### src/rtl/audio_i2s_sequencer_pkg.sv
// Shared definitions for the Pocket I2S audio sequencer: slot indices,
// sequencer states and the stereo sample container.
package audio_i2s_sequencer_pkg;

  // Default sample width; the sequencer's SAMPLE_W parameter defaults to it.
  localparam int AUD_SAMPLE_W = 16;

  // Word-select level for each channel slot.
  localparam logic SLOT_LEFT  = 1'b0;
  localparam logic SLOT_RIGHT = 1'b1;

  typedef enum logic [0:0] {
    ST_IDLE = 1'b0,
    ST_RUN  = 1'b1
  } seq_state_e;

  typedef struct packed {
    logic [AUD_SAMPLE_W-1:0] l;
    logic [AUD_SAMPLE_W-1:0] r;
  } stereo_t;

endpackage

### src/rtl/audio_i2s_sequencer_clkgen.sv
// I2S bit/frame timing: mclk divider, bit-in-frame counter, SCLK and LRCK
// generation, plus the shift (SCLK falling) and frame-start strobes.
module audio_i2s_sequencer_clkgen
  import audio_i2s_sequencer_pkg::*;
#(
  parameter int MCLK_PER_SCLK = 4,
  parameter int SLOT_BITS     = 32,
  parameter int BIT_W         = $clog2(2 * SLOT_BITS)
) (
  input  logic             clk_i,
  input  logic             rst_ni,
  output logic             sclk_o,
  output logic             lrck_o,
  output logic             shift_o,
  output logic             fs_o,
  output logic [BIT_W-1:0] bit_nxt_o
);

  localparam int DIV_W = (MCLK_PER_SCLK > 1) ? $clog2(MCLK_PER_SCLK) : 1;

  logic [DIV_W-1:0] div_q, div_d;
  logic [BIT_W-1:0] bit_q, bit_d;
  logic             sclk_q, sclk_d;
  logic             lrck_q, lrck_d;
  logic             div_wrap_s;
  logic             bit_wrap_s;

  // Next-state for the counters and the registered SCLK / LRCK levels.
  always_comb begin
    div_wrap_s = (div_q == DIV_W'(MCLK_PER_SCLK - 1));
    bit_wrap_s = (bit_q == BIT_W'(2 * SLOT_BITS - 1));
    div_d      = div_q;
    bit_d      = bit_q;
    if (div_wrap_s) begin
      div_d = {DIV_W{1'b0}};
      if (bit_wrap_s) begin
        bit_d = {BIT_W{1'b0}};
      end else begin
        bit_d = bit_q + BIT_W'(1);
      end
    end else begin
      div_d = div_q + DIV_W'(1);
      bit_d = bit_q;
    end
    // SCLK low for the first half of each bit period, high for the second.
    sclk_d = (div_d >= DIV_W'(MCLK_PER_SCLK / 2));
    // LRCK follows the bit counter, so it only moves on the SCLK falling edge.
    if (bit_d >= BIT_W'(SLOT_BITS)) begin
      lrck_d = SLOT_RIGHT;
    end else begin
      lrck_d = SLOT_LEFT;
    end
  end

  // Counter and clock-output registers.
  always_ff @(posedge clk_i or negedge rst_ni) begin
    if (!rst_ni) begin
      div_q  <= {DIV_W{1'b0}};
      bit_q  <= {BIT_W{1'b0}};
      sclk_q <= 1'b0;
      lrck_q <= 1'b0;
    end else begin
      div_q  <= div_d;
      bit_q  <= bit_d;
      sclk_q <= sclk_d;
      lrck_q <= lrck_d;
    end
  end

  assign sclk_o    = sclk_q;
  assign lrck_o    = lrck_q;
  assign shift_o   = div_wrap_s;
  assign fs_o      = div_wrap_s & bit_wrap_s;
  assign bit_nxt_o = bit_d;

endmodule

### src/rtl/audio_i2s_sequencer.sv
// Pocket I2S DAC sequencer: stages one stereo sample per 48 kHz frame from
// the CDC FIFO, repeats the last sample on underrun and serializes it.
module audio_i2s_sequencer
  import audio_i2s_sequencer_pkg::*;
#(
  parameter int MCLK_PER_SCLK = 4,
  parameter int SLOT_BITS     = 32,
  parameter int SAMPLE_W      = AUD_SAMPLE_W
) (
  input  logic                audio_mclk,
  input  logic                reset_n,
  input  logic                in_valid,
  input  logic [SAMPLE_W-1:0] in_l,
  input  logic [SAMPLE_W-1:0] in_r,
  input  logic                mute,
  output logic                sample_req,
  output logic                audio_sclk,
  output logic                audio_lrck,
  output logic                audio_dac,
  output logic [7:0]          underrun_cnt
);

  localparam int BIT_W = $clog2(2 * SLOT_BITS);

  logic             shift_s;
  logic             fs_s;
  logic [BIT_W-1:0] bit_nxt_s;
  logic             load_s;
  logic             underrun_s;

  seq_state_e state_q, state_d;
  stereo_t    stg_q;
  stereo_t    frame_q;
  logic       stg_full_q;
  logic       mute_q;
  logic       sreq_q;
  logic       dac_q, dac_d;
  logic [7:0] urun_q;

  // Serial bit for slot position b of frame f: delay bit, MSB-first sample, zero pad.
  function automatic logic slot_bit(input stereo_t f, input logic [BIT_W-1:0] b);
    logic [BIT_W-1:0]    pos;
    logic [SAMPLE_W-1:0] smp;
    logic [SAMPLE_W-1:0] shifted;
    logic                res;
    if (b >= BIT_W'(SLOT_BITS)) begin
      pos = b - BIT_W'(SLOT_BITS);
      smp = f.r;
    end else begin
      pos = b;
      smp = f.l;
    end
    shifted = smp << (pos - BIT_W'(1));
    if ((pos >= BIT_W'(1)) && (pos <= BIT_W'(SAMPLE_W))) begin
      res = shifted[SAMPLE_W-1];
    end else begin
      res = 1'b0;
    end
    return res;
  endfunction

  audio_i2s_sequencer_clkgen #(
    .MCLK_PER_SCLK (MCLK_PER_SCLK),
    .SLOT_BITS     (SLOT_BITS),
    .BIT_W         (BIT_W)
  ) u_i2s_clkgen (
    .clk_i     (audio_mclk),
    .rst_ni    (reset_n),
    .sclk_o    (audio_sclk),
    .lrck_o    (audio_lrck),
    .shift_o   (shift_s),
    .fs_o      (fs_s),
    .bit_nxt_o (bit_nxt_s)
  );

  // FSM state register.
  always_ff @(posedge audio_mclk or negedge reset_n) begin
    if (!reset_n) begin
      state_q <= ST_IDLE;
    end else begin
      state_q <= state_d;
    end
  end

  // FSM next state: leave IDLE at the first frame start that finds a staged sample.
  always_comb begin
    state_d = state_q;
    case (state_q)
      ST_IDLE: begin
        if (fs_s && stg_full_q) begin
          state_d = ST_RUN;
        end else begin
          state_d = ST_IDLE;
        end
      end
      ST_RUN:  state_d = ST_RUN;
      default: state_d = ST_IDLE;
    endcase
  end

  // FSM outputs: frame-start load decision uses stg_full from before this cycle.
  always_comb begin
    load_s     = 1'b0;
    underrun_s = 1'b0;
    case (state_q)
      ST_IDLE: begin
        load_s     = fs_s & stg_full_q;
        underrun_s = 1'b0;
      end
      ST_RUN: begin
        load_s     = fs_s & stg_full_q;
        underrun_s = fs_s & ~stg_full_q;
      end
      default: begin
        load_s     = 1'b0;
        underrun_s = 1'b0;
      end
    endcase
  end

  // Staging register: a new strobe always wins, even on a consuming frame start.
  always_ff @(posedge audio_mclk or negedge reset_n) begin
    if (!reset_n) begin
      stg_q      <= '0;
      stg_full_q <= 1'b0;
    end else if (in_valid) begin
      stg_q      <= {in_l, in_r};
      stg_full_q <= 1'b1;
    end else if (load_s) begin
      stg_full_q <= 1'b0;
    end
  end

  // Frame register and per-frame mute capture, both updated only at frame start.
  always_ff @(posedge audio_mclk or negedge reset_n) begin
    if (!reset_n) begin
      frame_q <= '0;
      mute_q  <= 1'b0;
    end else if (fs_s) begin
      mute_q <= mute;
      if (load_s) begin
        frame_q <= stg_q;
      end
    end
  end

  // Saturating count of frames that started without a fresh sample.
  always_ff @(posedge audio_mclk or negedge reset_n) begin
    if (!reset_n) begin
      urun_q <= 8'h00;
    end else if (underrun_s && (urun_q != 8'hFF)) begin
      urun_q <= urun_q + 8'h01;
    end
  end

  // Serializer: pick the next slot bit on each SCLK falling edge.
  always_comb begin
    dac_d = dac_q;
    if (shift_s) begin
      if ((state_q == ST_RUN) && !mute_q) begin
        dac_d = slot_bit(frame_q, bit_nxt_s);
      end else begin
        dac_d = 1'b0;
      end
    end else begin
      dac_d = dac_q;
    end
  end

  // Registered serial data and FIFO request pulse.
  always_ff @(posedge audio_mclk or negedge reset_n) begin
    if (!reset_n) begin
      dac_q  <= 1'b0;
      sreq_q <= 1'b0;
    end else begin
      dac_q  <= dac_d;
      sreq_q <= fs_s;
    end
  end

  assign sample_req   = sreq_q;
  assign audio_dac    = dac_q;
  assign underrun_cnt = urun_q;

endmodule

### config.mk
export PLATFORM = sky130hd
export DESIGN_NAME = audio_i2s_sequencer
export DESIGN_NICKNAME = d
export VERILOG_FILES = /design/src/rtl/audio_i2s_sequencer_pkg.sv /design/src/rtl/audio_i2s_sequencer_clkgen.sv /design/src/rtl/audio_i2s_sequencer.sv
export SDC_FILE = /design/constraint.sdc
export NUM_CORES = 1
export LEC_CHECK = 0
export BUFFER_PORTS_ARGS = -buffer_cell sky130_fd_sc_hd__buf_2
export CAP_MARGIN = 40
export CORE_MARGIN = 5
export CORE_UTILIZATION = 40
export CTS_CLUSTER_DIAMETER = 50
export DETAILED_ROUTE_END_ITERATION = 8
export SKIP_CTS_REPAIR_TIMING = 1
export SLEW_MARGIN = 0
export SYNTH_ARGS = -nofsm -noshare
export SYNTH_HDL_FRONTEND = slang
export SYNTH_SLANG_ARGS = --single-unit
### constraint.sdc
create_clock -name audio_mclk -period 3.1 [get_ports audio_mclk]
set_clock_uncertainty 0.05 [all_clocks]
set_input_delay 0.31 -clock audio_mclk [delete_from_list [all_inputs] [get_ports audio_mclk]]
set_output_delay 0.31 -clock audio_mclk [all_outputs]
set_load 0.005 [all_outputs]
# == Word-level counts from Yosys, hierarchy flattened ==
# Cells that the tools add are included.
# totals
reg_bits,87
in_bits,36
out_inout_bits,12
wordCells,56
# classes
add_sub_neg,5
magnitude_cmp,4
eq_ne,3
shift,1
n_mux,17
bitwise,5
reduce_logical,7
# op_table
operator,count
two-way mux 16 bit,3
two-way mux 6 bit,5
<< shifter 16 x 6 -> 16 bit,1
"adder 8 x 1 -> 8 bit, second input constant",1
"inequality test 8 bit, second input constant",1
"adder 6 x 1 -> 6 bit, second input constant",1
"equality test 6 bit, second input constant",1
"greater-or-equal comparator 6 x 1 -> 1 bit, second input constant",1
"greater-or-equal comparator 6 bit, second input constant",1
"<= comparator 6 x 5 -> 1 bit, second input constant",1
two-way mux 1 bit,6
"subtractor 6 x 1 -> 6 bit, second input constant",1
"subtractor 6 bit, second input constant",1
logical AND 1 bit,4
one-hot mux 1 bit (2 select lines),2
bitwise AND 1 bit,3
"adder 2 x 1 -> 2 bit, second input constant",1
"equality test 2 bit, second input constant",1
"greater-or-equal comparator 2 bit, second input constant",1
two-way mux 2 bit,1
inverter 1 bit,2
AND reduction 2 bit,1
nonzero test 2 bit,1
zero test 1 bit,1

# == Longest topological paths before layout ==
# Gate-level depths: netlist of the first run.
# logic_depth
ltp_word,11
mapped_depth,12
depth_no_buf,12

# == Cells and area by module ==
# Synthesis of the first run repeated with hierarchy kept, for this count alone.
# unflattened
hier_cells,251
area_unflattened_um2,3657.3
# modules_own_cells
mod,instances,cells_each,area_each_um2,seq_area_each_um2
audio_i2s_sequencer,1,223,3313.2,1926.8
audio_i2s_sequencer_clkgen,1,28,344.1,200.2

# == Worst setup path before layout of the first run ==
# Ideal clock, no wire load.
# synth_path
path_kind,reg2reg
start,reg u_i2s_clkgen.bit_q[0]
end,"reg dac_q, in the netlist audio_dac"
setup_time_ns,0.128
arrival_ns,2.521
required_ns,2.922
setup_slack_ns,0.402
stages_incl_launch_ff,13
n_path_buf,1
period_less_slack_ns,2.698
path_cell_list,dfrtp_1 -> ha_1 -> nand3_1 -> nand2_1 -> mux2_2 -> ha_1 -> clkbuf_1 -> and2_1 -> a221o_1 -> a31oi_1 -> o32a_1 -> o211ai_2 -> nand3_1
# synth_via
elab_chain_len,11
word_cells_on_any_way,19
classes_between,3 x add/sub; 3 x order compare; 1 x eq/ne; 1 x shift; 10 x mux; 1 x reduce/logical
# synth_rtl
element,line_no,source
"start, declared",audio_i2s_sequencer_clkgen.sv:22,"logic [BIT_W-1:0] bit_q, bit_d;"
"start signal, assigned",audio_i2s_sequencer_clkgen.sv:59,bit_q <= {BIT_W{1'b0}};
"start signal, assigned",audio_i2s_sequencer_clkgen.sv:64,bit_q <= bit_d;
adder 6 x 1 -> 6 bit or equality test 6 bit (tied branches),"audio_i2s_sequencer_clkgen.sv:39, audio_i2s_sequencer_clkgen.sv:31",
two-way mux 6 bit,audio_i2s_sequencer_clkgen.sv:36,if (bit_wrap_s) begin
two-way mux 6 bit (*),audio_i2s_sequencer_clkgen.sv:34,if (div_wrap_s) begin
subtractor 6 bit or greater-or-equal comparator 6 bit (tied branches),"audio_i2s_sequencer.sv:47, audio_i2s_sequencer.sv:46",
two-way mux 6 bit,audio_i2s_sequencer.sv:46,if (b >= BIT_W'(SLOT_BITS)) begin
two-way mux 6 bit,audio_i2s_sequencer.sv:160,if ((state_q == ST_RUN) && !mute_q) begin
two-way mux 6 bit,audio_i2s_sequencer.sv:159,if (shift_s) begin
"subtractor 6 x 1 -> 6 bit, or another cell as far along",audio_i2s_sequencer.sv:53,shifted = smp << (pos - BIT_W'(1));
<< shifter 16 x 6 -> 16 bit or logical AND 1 bit (tied branches),"audio_i2s_sequencer.sv:53, audio_i2s_sequencer.sv:54",
two-way mux 1 bit (*),audio_i2s_sequencer.sv:54,if ((pos >= BIT_W'(1)) && (pos <= BIT_W'(SAMPLE_W))) begin
two-way mux 1 bit (*),audio_i2s_sequencer.sv:160,
"end signal, assigned",audio_i2s_sequencer.sv:173,dac_q <= 1'b0;
"end signal, assigned",audio_i2s_sequencer.sv:176,dac_q <= dac_d;
"end, declared",audio_i2s_sequencer.sv:37,"logic dac_q, dac_d;"
# Mark *: on every way between the ends. The rest lies on a longest branch, timed or not. The select of a mux whose other input is x is not followed.
# A chain may end at the register's enable or synchronous reset.

# == Final worst setup path of the first run ==
# layout_path
start,reg u_i2s_clkgen.div_q[0]
end,"reg dac_q, in the netlist audio_dac"
# layout_via
elab_chain_len,10
word_cells_on_any_way,17
classes_between,2 x add/sub; 3 x order compare; 1 x eq/ne; 1 x shift; 9 x mux; 1 x reduce/logical
# layout_rtl
element,line_no,source
"start, declared",audio_i2s_sequencer_clkgen.sv:21,"logic [DIV_W-1:0] div_q, div_d;"
"start signal, assigned",audio_i2s_sequencer_clkgen.sv:58,div_q <= {DIV_W{1'b0}};
"start signal, assigned",audio_i2s_sequencer_clkgen.sv:63,div_q <= div_d;
equality test 2 bit (*),audio_i2s_sequencer_clkgen.sv:30,div_wrap_s = (div_q == DIV_W'(MCLK_PER_SCLK - 1));
two-way mux 6 bit,audio_i2s_sequencer_clkgen.sv:34,
subtractor 6 bit or greater-or-equal comparator 6 bit (tied branches),"audio_i2s_sequencer.sv:47, audio_i2s_sequencer.sv:46",
two-way mux 6 bit,audio_i2s_sequencer.sv:46,
two-way mux 6 bit,audio_i2s_sequencer.sv:160,
two-way mux 6 bit,audio_i2s_sequencer.sv:159,
"subtractor 6 x 1 -> 6 bit, or another cell as far along",audio_i2s_sequencer.sv:53,
<< shifter 16 x 6 -> 16 bit or logical AND 1 bit (tied branches),"audio_i2s_sequencer.sv:53, audio_i2s_sequencer.sv:54",
two-way mux 1 bit,audio_i2s_sequencer.sv:54,
two-way mux 1 bit,audio_i2s_sequencer.sv:160,
# Marked as above.

==> results_dict.tcl, run 1 <==
set metrics [dict create \
    critical_path_arrival_ns 3.07 \
    core-area_sq_um 9240 \
    critPathCapture "audio_dac" \
    cts_made_buffers 9 \
    ys_types 42 \
    p_seq_frac 0.560 \
    io_pins 48 \
    grt_pass1_vias 2444 \
    ys_ff_latch 86 \
    start_util 0.4085 \
    critPathLaunchType "register" \
    cts_max_path_buffers 2 \
    final_net_count 364 \
    maxSlewViolCount 0 \
    yosysMostFrequentCell "dfrtp_1" \
    outcome "finished clean" \
    clock_latency_ns 0.34 \
    syn_area_sq_um 3775 \
    gp_routability_congestion 0.8721 \
    hp-start "in_r[7]" \
    fillCellCount 850 \
    synth.avg_cell_area_sq_um 13.93 \
    synth_largest_area_cell "dfrtp_1" \
    power_frac_clock 0.393 \
    drc 0 \
    fp.dieW_um 107.1 \
    dieHeight_um 107.1 \
    syn-num-nets 311 \
    startpoint "u_i2s_clkgen.div_q[0]" \
    p_per_area_nw_per_um2 482.1 \
    dieArea_sq_um 11480 \
    min_period_ns 2.835 \
    finalSetupTns_ns 0 \
    fmax_mhz 352.7 \
    vias 2335 \
    wirelength_um 6970 \
    cts_root_buf "clkbuf_8" \
    yosys-top-cells-area "dfrtp_1 (57%), mux2_2 (20%), mux2i_1 (3.7%), xnor2_1 (2.1%), ha_1 (1.3%)" \
    tightest_slew_ns 0.7324 \
    synth_edf_count 0 \
    synth_ff_type "dfrtp_1" \
    grt_setup_unrepaired "false" \
    power.total_uw 2116 \
    yosysSeqAreaShare 0.5701 \
    drt-vias-per-instance 5.109 \
    rr_endpoint "audio_dac" \
    track_usage 0.1316 \
    syn2layout_area_growth_pct 16.27 \
    max_cap_violations 0 \
    dp_hpwl_um 5064 \
    r2r-start "u_i2s_clkgen.div_q[0]" \
    setup_violations 0 \
    wl_per_cell_um 15.25 \
    hold_path_class "in2reg" \
    antenna_cells 0 \
    cellLeakagePower_uw 0.002176 \
    p_sw_frac 0.2111 \
    numPortBuffers 47 \
    p_sw_uw 446.7 \
    grt_max_degree 53 \
    ys_warn_count 0 \
    htreeDepth 3 \
    critical_path_class "reg2reg" \
    pwr-share-comb 0.048 \
    grt-ovfl-total 0 \
    cts_sinks 86 \
    firstDrtPassIters 4 \
    required_ns 3.34 \
    async_reset_ff_frac 1.000 \
    r2r_slack_ns 0.26 \
    std_cell_rows 35 \
    period_share 0.9145 \
    antenna_found_initial 0 \
    synth_cells 271 \
    instances_no_fill 457 \
    p_int_uw 1669 \
    yosysTopAreaCellShare 0.5701 \
    worst-path-max-fanout 11 \
    slew_headroom 0.5117 \
    drt-initial-drc-count 61 \
    yosys-top-cells-count "dfrtp_1 (86), mux2_2 (66), mux2i_1 (14)" \
    hold_violations 0 \
    worstSetupEndpointType "register" \
    drtAntennaViolNets 0 \
    rr_worst_depth 10 \
    dp_cells 441 \
    drive_above_1_share 0.4238 \
    grt_first_pass_wirelength_um 11940 \
    cts_tree "done" \
    clk_pin_slew_worst_paths_ns 0.09 \
    ir_drop_uv 272.6 \
]
## routing by layer
metal	track usage	vias to the layer above	part of all wire
met3	0.03191	12	0.048
met1	0.1673	1158	0.45
met4	0.06119	0	0.028
met2	0.2113	73	0.48
met5	0	-	0
li1	-	1092	-
## state kept, by name (all words and copies together), names as in the netlist
signal / cells
stg_q: 32
frame_q: 32
state_q: 1
mute_q: 1
u_i2s_clkgen.bit_q: 6
sample_req: 1
u_i2s_clkgen.div_q: 2
underrun_cnt: 8
u_i2s_clkgen.lrck_o: 1
audio_dac: 1
stg_full_q: 1
## cell families (layout without fill, tap and decap cells)
kind of cell / after synthesis / count (layout) / synth area share
DFF: 86 / 86 / 0.5701
xor gates and xnor gates: 13 / 13 / 0.03016
AOI/OAI and AO/OA: 20 / 20 / 0.04475
and+or+nand+nor: 47 / 47 / 0.06696
muxes: 83 / 83 / 0.2509
buffers and inverters: 18 / 75 / 0.02386
adders and majority gates: 4 / 4 / 0.01326
## critical path: stages (launching register included)
cell       delay, ns
dfrtp_1         0.36
ha_1            0.42
nand2_1         0.09
mux2_2          0.31
ha_1            0.31
buf_4           0.17
and2_1          0.21
a221o_1         0.33
o311ai_1        0.27
o2111ai_1       0.15
nand3_1         0.11
## placed cells by master, fill, tap and decap left out, drive strengths merged, types with 2 or more instances in the layout
| master | count |
|---|---|
| o211ai | 2 |
| mux4 | 2 |
| xor2 | 4 |
| bufinv | 2 |
| dfrtp | 86 |
| nor2 | 8 |
| clkbuf | 9 |
| nand3 | 3 |
| or3 | 2 |
| mux2i | 14 |
| nand2 | 13 |
| a221oi | 2 |
| nand4 | 6 |
| xnor2 | 9 |
| mux2 | 67 |
| a21oi | 2 |
| o311ai | 3 |
| and3 | 2 |
| buf | 52 |
| ha | 4 |
| clkinv | 4 |
| nor3 | 7 |
| nand2b | 2 |
| a221o | 3 |
| o2111ai | 2 |
| inv | 7 |
## stage by stage
step | utilization | worst slack, ns | cell area, sq um | hold slack (ns)
final | 0.4750 | 0.2650 | 4389 | 0.1391
after CTS | 0.4739 | 0.2744 | 4379 | -0.1246
after global placement | 0.4481 | 0.3567 | 4140 | 0.3603
after global routing | 0.4750 | 0.02711 | 4389 | 0.1228
after floorplan | - | 0.4016 | 3775 | -0.03559
after detailed placement | 0.4510 | 0.2960 | 4168 | 0.2525
## power groups by stage
stage | Clock (uW) | Combinational (uW) | Sequential, uW
after floorplan | 0 | 51.0 | 1200
after global placement | 0 | 96.4 | 1210
after detailed placement | 0 | 104 | 1210
after CTS | 859 | 104 | 1190
after global routing | 899 | 115 | 1190
final | 831 | 101 | 1180
## how the worst min path moves through the flow
stage / end / slack, ns / cells past startpoint
detailed placement: u_i2s_clkgen.bit_q[4] / 0.25 / 1
global placement: u_i2s_clkgen.div_q[0] / 0.36 / 1
CTS: u_i2s_clkgen.bit_q[4] / -0.12 / 1
finish: stg_q[7] / 0.14 / 2
global route: stg_q[6] / 0.12 / 2
floorplan: audio_dac / -0.04 / 0
## final cells by class
type	count	area [sq um]	area share
flip-flops and latches	86	2152	0.4903
multi-input cells	167	1533	0.3492
repair buffers	53	305.3	0.06956
well taps	129	161.4	0.03677
clock buffers	9	123.9	0.02822
clock inverters	6	87.58	0.01995
inverters	7	26.28	0.005986
No activity file was read; power rests on OpenSTA's default activity.
==> inputs of run 2 (changes only) <==
- ABC_AREA: not set -> 1
==> results_dict.tcl, run 2 <==
set metrics [dict create \
    outcome "finished clean" \
    max_cap_violations 0 \
    hold_slack_ns 0.09153 \
    power_frac_clock 0.411 \
    ys_types 29 \
    rr_worst_depth 12 \
    ys_warn_count 0 \
    layout_commonest_cell "nand2_1" \
    wirelength_um 7236 \
    p_sw_frac 0.2238 \
    synthSimpleGateAreaFrac 0.2098 \
    firstDrtPassIters 4 \
    yosys-top-cells-count "nand2_1 (103), dfrtp_1 (86), o21ai_0 (65)" \
    drt-vias-per-instance 4.782 \
    synth-compound-area-share 0.09296 \
    yosysMostFrequentCell "nand2_1" \
    final_net_count 507 \
    wl_per_cell_um 12.41 \
    antenna_cells 0 \
    dieHeight_um 107.1 \
    gp_routability_congestion 0.8605 \
    fp.dieW_um 107.1 \
    cts_tree "done" \
    drt-initial-drc-count 198 \
    grt-ovfl-total 0 \
    hold_path_class "in2reg" \
    hp-start "mute" \
    io_pins 48 \
    maxSlewViolCount 0 \
    vias 2788 \
    critical_path_arrival_ns 2.82 \
    synth_top_family_by_area "simple AND/OR/NAND/NOR gates" \
    setup_violations 0 \
    drive_above_1_share 0.1737 \
    syn_area_sq_um 3769 \
    critical_path_class "reg2reg" \
    p_sw_uw 483.5 \
    syn-num-nets 463 \
    grt_pass1_vias 2761 \
    finalSetupTns_ns 0 \
    syn2layout_area_growth_pct 15.57 \
    grt_setup_unrepaired "false" \
    min_to "mute_q" \
    cellLeakagePower_uw 0.002211 \
    synth-adder-area-share 0.01328 \
    min_period_ns 2.621 \
    whs_path_depth 3 \
    design_area_sq_um 4355 \
    antenna_found_initial 0 \
    numPortBuffers 47 \
    cts_max_path_buffers 2 \
    slew_headroom 0.6487 \
    worst-path-max-fanout 9 \
    fillCellCount 899 \
    synth_mux_area_frac 0.002988 \
    final_cell_mix "nand2_1 (103), dfrtp_1 (86), o21ai_0 (65)" \
    setup_ws_ns 0.4791 \
    dp_hpwl_um 5203 \
    pwr-share-comb 0.049 \
    ir_drop_uv 221.2 \
    r2r_slack_ns 0.48 \
    startpoint "u_i2s_clkgen.div_q[1]" \
    period_share 0.8455 \
    r2r-start "u_i2s_clkgen.div_q[1]" \
    synth_cells 423 \
    clock_latency_ns 0.36 \
    synth_ff_type "dfrtp_1" \
    ys_ff_latch 86 \
    required_ns 3.30 \
    pre_cts_slack_ns 0.5114 \
    dieArea_sq_um 11460 \
    yosys-top-cells-area "dfrtp_1 (57%), nand2_1 (10%), o21ai_0 (8.6%), nand3_1 (6.4%), inv_1 (5.6%)" \
    htreeDepth 3 \
    grt_first_pass_wirelength_um 12610 \
    p_seq_frac 0.540 \
    core-area_sq_um 9196 \
    p_int_uw 1677 \
    yosysSeqAreaShare 0.5710 \
    synth.avg_cell_area_sq_um 8.909 \
    track_usage 0.1374 \
    hold_violations 0 \
    tightest_slew_ns 0.5270 \
    placed_area_sq_um 4115 \
    grt_max_degree 66 \
    critPathLaunchType "register" \
    yosysTopAreaCellShare 0.5710 \
    drc 0 \
    clk_pin_slew_worst_paths_ns 0.09 \
    fmax_mhz 381.5 \
    cts_sinks 86 \
    rr_endpoint "audio_dac" \
    start_util 0.4098 \
    worstSetupEndpointType "register" \
    synth_largest_area_cell "dfrtp_1" \
    cts_root_buf "clkbuf_8" \
    drtAntennaViolNets 0 \
    async_reset_ff_frac 1.000 \
    cts_made_buffers 9 \
    std_cell_rows 35 \
    power.total_uw 2160 \
    p_per_area_nw_per_um2 496.0 \
    synth_xor_area_frac 0.02955 \
    synth_edf_count 0 \
]
==> run 2: changes by cell type after synthesis, sizes merged, moves of 8 or more <==
cell	before	now
mux2	67	1
mux2i	14	0
inv	7	58
clkbuf	6	14
nand2	13	109
nand3	3	48
o21ai	1	66
==> run 2: cells by family after synthesis <==
kind of cell | after synthesis
compound gates | 69
xor+xnor | 11
fa+ha+maj | 4
buf+inv | 76
flops | 86
mux | 1
simple gates | 176
==> run 2: final cells by class <==
type	instances	area (sq um)	area share
clock buffer	10	137.6	0.03160
clock inverter	6	92.59	0.02126
inverter	58	217.7	0.04999
multi-input combinational	261	1314	0.3016
sequential	86	2152	0.4941
tap	111	138.9	0.03189
timing repair buffer	51	302.8	0.06952
==> run 2: through the flow <==
step / utilization / std cells
global route: 0.4736 / 583
detailed placement: 0.4475 / 566
finish: 0.4736 / 583
global placement: 0.4423 / 564
CTS: 0.4725 / 582
floorplan: - / 423
==> run 2: routing by layer <==
| metal | vias to the layer above | share of wire | track usage |
|---|---|---|---|
| li1 | 1426 | - | - |
| met1 | 1278 | 0.47 | 0.1750 |
| met2 | 62 | 0.47 | 0.2216 |
| met3 | 22 | 0.039 | 0.02890 |
| met4 | 0 | 0.025 | 0.06758 |
| met5 | - | 0 | 0 |
==> run 2: power by group through the flow <==
| stage | sequential (uW) | clock, uW | combinational, uW |
|---|---|---|---|
| 2_1_floorplan | 1190 | 0 | 46.1 |
| 3_3_place_gp | 1190 | 0 | 99.9 |
| 3_5_place_dp | 1190 | 0 | 110 |
| 4_1_cts | 1170 | 915 | 110 |
| 5_1_grt | 1170 | 973 | 128 |
| 6_report | 1170 | 888 | 106 |
==> run 2: critical path, stage by stage (launching register included) <==
cell and delay (ns):
dfrtp_1 0.38, ha_1 0.29, o21ai_0 0.44, inv_1 0.12
ha_1 0.43, inv_1 0.25, nand3_1 0.12, nand3_1 0.10
nand3_1 0.09, nand2_1 0.08, a21oi_1 0.06, nand2_1 0.07
nand2_1 0.04
==> run 2: worst max-delay path by stage <==
stage / slack, ns / to
2_1_floorplan: 0.81 / audio_dac
3_3_place_gp: 0.67 / audio_dac
3_5_place_dp: 0.51 / audio_dac
4_1_cts: 0.50 / audio_dac
5_1_grt: 0.21 / audio_dac
6_report: 0.48 / audio_dac
